$ cat src/rtl/u_arr_mul8.sv
`default_nettype none
// ============================================================================
// Module      : u_arr_mul8
// Description : Unsigned 8x8 array multiplier with a registered 16-bit product.
//               The product is formed by an AND-gate partial-product matrix
//               reduced row by row with ripple-carry adder rows; the final
//               row supplies the upper product byte. One register stage
//               drives the output.
// Ports       : clk   - system clock, rising edge active
//               rst_n - asynchronous reset, active-low (clears out)
//               a     - 8-bit unsigned multiplicand
//               b     - 8-bit unsigned multiplier
//               out   - 16-bit unsigned product a*b, valid one clock later
// Revision    : 1.0 - initial release
// ============================================================================
module u_arr_mul8 (
    input  logic        clk,
    input  logic        rst_n,
    input  logic [7:0]  a,
    input  logic [7:0]  b,
    output logic [15:0] out
);

    // Partial-product matrix: w_pp[i][j] = a[j] & b[i]
    logic [7:0]  w_pp  [8];
    // Running sum of each row. Bit 0 is retired as a product bit, bits 8:1
    // feed the next row, and bit 8 holds the row's carry-out.
    logic [8:0]  w_sum [8];
    // Ripple carry chain inside rows 1..7 (bit 0 is the row's carry-in)
    logic [8:0]  w_c   [1:7];
    logic [15:0] w_prod;
    logic [15:0] r_out;

    generate
        for (genvar i = 0; i < 8; i++) begin : g_pp_row
            assign w_pp[i] = a & {8{b[i]}};
        end
    endgenerate

    // Row 0 is just the first partial-product row; it has no carry-out.
    assign w_sum[0] = {1'b0, w_pp[0]};

    generate
        for (genvar i = 1; i < 8; i++) begin : g_add_row
            // Bit 0 of every row has no incoming carry, so it acts as a
            // half adder; the remaining positions are full adders.
            assign w_c[i][0] = 1'b0;
            for (genvar j = 0; j < 8; j++) begin : g_cell
                // Previous row shifted down by one plus this row's pp bit.
                // Position 7 picks up the previous row's carry-out (bit 8).
                assign w_sum[i][j]  = w_sum[i-1][j+1] ^ w_pp[i][j] ^ w_c[i][j];
                assign w_c[i][j+1]  = (w_sum[i-1][j+1] & w_pp[i][j])
                                    | (w_sum[i-1][j+1] & w_c[i][j])
                                    | (w_pp[i][j]      & w_c[i][j]);
            end
            assign w_sum[i][8] = w_c[i][8];
        end
    endgenerate

    generate
        for (genvar i = 0; i < 8; i++) begin : g_low_bits
            assign w_prod[i] = w_sum[i][0];
        end
    endgenerate

    // The last row's upper sums and carry-out form the high byte.
    assign w_prod[15:8] = w_sum[7][8:1];

    always_ff @(posedge clk or negedge rst_n) begin
        if (!rst_n) begin
            r_out <= 16'h0000;
        end else begin
            r_out <= w_prod;
        end
    end

    assign out = r_out;

endmodule
`default_nettype wire

$ cat config.mk
export PLATFORM = sky130hd
export DESIGN_NAME = u_arr_mul8
export DESIGN_NICKNAME = d
export VERILOG_FILES = /design/src/rtl/u_arr_mul8.sv
export SDC_FILE = /design/constraint.sdc
export NUM_CORES = 1
export LEC_CHECK = 0
export BUFFER_PORTS_ARGS = -buffer_cell sky130_fd_sc_hd__buf_2
export CAP_MARGIN = 10
export CORE_MARGIN = 2
export CORE_UTILIZATION = 45
export DETAILED_ROUTE_END_ITERATION = 7
export HOLD_SLACK_MARGIN = 0.08
export PLACE_DENSITY = 0.72
export RECOVER_POWER = 50
export SETUP_SLACK_MARGIN = 0.5
export SYNTH_ARGS = -nofsm -noshare
export SYNTH_HDL_FRONTEND = slang
export SYNTH_SLANG_ARGS = --single-unit
$ cat constraint.sdc
create_clock -name clk -period 0.8 [get_ports clk]
set_input_delay 0.04 -clock clk [delete_from_list [all_inputs] [get_ports clk]]
set_output_delay 0.04 -clock clk [all_outputs]
set_load 0.005 [all_outputs]
==> metrics.txt <==
status=finished with violations; failing checks=negative hold slack, negative setup slack; Slew headroom=41.92%; Worst Max-Slew Pin Slew=0.8712 ns; DRT Wirelength=3.548 mm; RSZ-0062 raised after global routing=true; global-route usage over all layers=17.26%; DRT iter0 DRCs=19; cell taking the most area after synthesis=fa_1; Final Setup Violations=14; Post-Syn Instances=182; Mapped Nets=256; Final Max Slew Viols=0; die width=70.39 um; total power=8.585 mW; Psw=3.724 mW; sequential fraction of the synthesis area=20.19%; largest stage delay on the critical path=0.59 ns; Fmax=119.9 MHz; Crit Path Category=in2reg; Max VDD drop=1.906 mV; TritonCTS clock tree=yes; Yosys reg bits=16; vias=1,303; detailed placer's ending HPWL=2.964 mm; DR DRC count=0; starting density of the core=46.18%; syn avg cell area=10.90 sq um; post-synth cell types=7; mapped cell area=1983 sq um; Worst EP required=0.95 ns; Core ar.=4294 sq um; synth warn=0; grt ovf=0; largest cells by area after synthesis=fa_1 (48%), dfrtp_1 (20%), and2_1 (13%); Nets=308; critical path arrival=8.49 ns; Antenna diodes=0; layout cells sized above 1=52.59%; Area growth, synth to finish=29.46%; worst min path class=in2async; pre-CTS setup slack=-7.933 ns; sequential power share=15.6%; PortBufs=33; power density over the cells=3344 nW/um^2; Max Cap Viol=0; initial antenna violation count=0; final period utilization=1042%; Placed Area=2394 sq um; Worst Slack Setup Final=-7.538 ns; global-route wire length before repair=6.610 mm; Crit path top cell by count=fa_2; Leakage=1.175 nW; Reg clk slew, reported paths=0.06 ns; clk buf depth=2; Crit Path Max Fanout=4; hold violation count in the final report=16; Die Height=70.39 um; die area=4954 sq um; Clk pwr share=7.2%; max reg flops=16; largest net degree at the start of global routing=17; H-tree depth=1; vias in the first global route=1,512; critical path capture point type=register; # IOs=34; RePlAce Congestion=0.6998; most frequent cells in the layout=and2_1 (40), fa_2 (36), buf_2 (29); Via density=4.588; Switching Share=43.38%; Root Driver=clkbuf_8; Final ANT Viol Nets=0; most common cell after layout, fill and taps aside=and2_1; wire per inst=12.49 um; Combinational Power Share=77.3%; CTS buffer count=3; fin area=2567 sq um; Rows=24; cell internal pwr=4.861 mW; clock period minus final worst setup slack=8.338 ns; First-pass DRT Iterations=3; share of the synthesized area in the top cell type=48.45%; startpoint types=input port; WHS=-0.1223 ns; clock sink count=16; slowest stage cell, crit path=fa_2
[power groups by stage]
stage               Sequential (mW)  Clock (mW)  Combinational, mW
global placement               1.33           0               5.31
global route                   1.36       0.661               7.72
finish                         1.34       0.614               6.63
floorplan                      1.41           0               4.14
CTS                            1.34       0.616               6.05
detailed placement             1.36           0               5.66
[what timing repair did]
action / 4_1_cts / 5_1_grt
pin swaps: 34 / 20
setup endpoints to repair: 31 / 31
hold endpoints to repair: 17 / 17
setup buffers: 1 / 0
resized for setup: 26 / 17
[per-layer routing]
| layer | vias to the layer above | global-route usage, % | wire, um |
|---|---|---|---|
| met5 | - | 0 | 0 |
| met4 | 0 | 7.692 | 89 |
| met3 | 7 | 2.309 | 108 |
| met2 | 25 | 33.23 | 2080 |
| met1 | 663 | 18.38 | 1269 |
| li1 | 608 | - | - |
[critical path: cells and delay by family]
family / cells / cell delay, ns
and+or+nand+nor: 1 / 0.15
buffers and inverters: 5 / 0.29
adders and majority gates: 20 / 7.99
[cells in the mapped netlist]
cell / instances
inv_1: 45
ha_1: 8
and2_1: 42
buf_4: 1
nand2_1: 22
dfrtp_1: 16
fa_1: 48
[through the flow]
step / instances / util (%) / setup TNS (ns)
after global placement: 280 / 55.74 / -70.42
final: 284 / 59.79 / -67.02
after CTS: 284 / 58.77 / -67.57
after floorplan: 182 / - / -67.02
after detailed placement: 280 / 55.74 / -71.40
after global routing: 284 / 59.79 / -68.99
[path summary, 6_finish.rpt]
kind,from,endpoint,slack [ns],cells past startpoint
worst max-delay path,a[0],out[14],-7.54,26
worst min-delay path,rst_n,out[7],-0.12,1
min in group clk,a[0],out[0],0.01,2
max in group asynchronous,rst_n,out[5],0.39,1
[logic make-up (layout without fill, tap and decap cells)]
| group | Yosys count | count (layout) | share of synthesized area (%) |
|---|---|---|---|
| simple gates | 64 | 64 | 17.41 |
| fa+ha+maj | 56 | 56 | 53.50 |
| buf+inv | 46 | 96 | 8.896 |
| flops | 16 | 16 | 20.19 |
[cell type report]
type / instances / area (sq um)
fillers: 347 / 1727
multi-input cells: 120 / 1589
flip-flops and latches: 16 / 400.4
repair buffers: 48 / 302.8
inverters: 45 / 168.9
well taps: 52 / 65.06
clock buffers: 3 / 41.29
No activity file was read; power rests on OpenSTA's default activity.
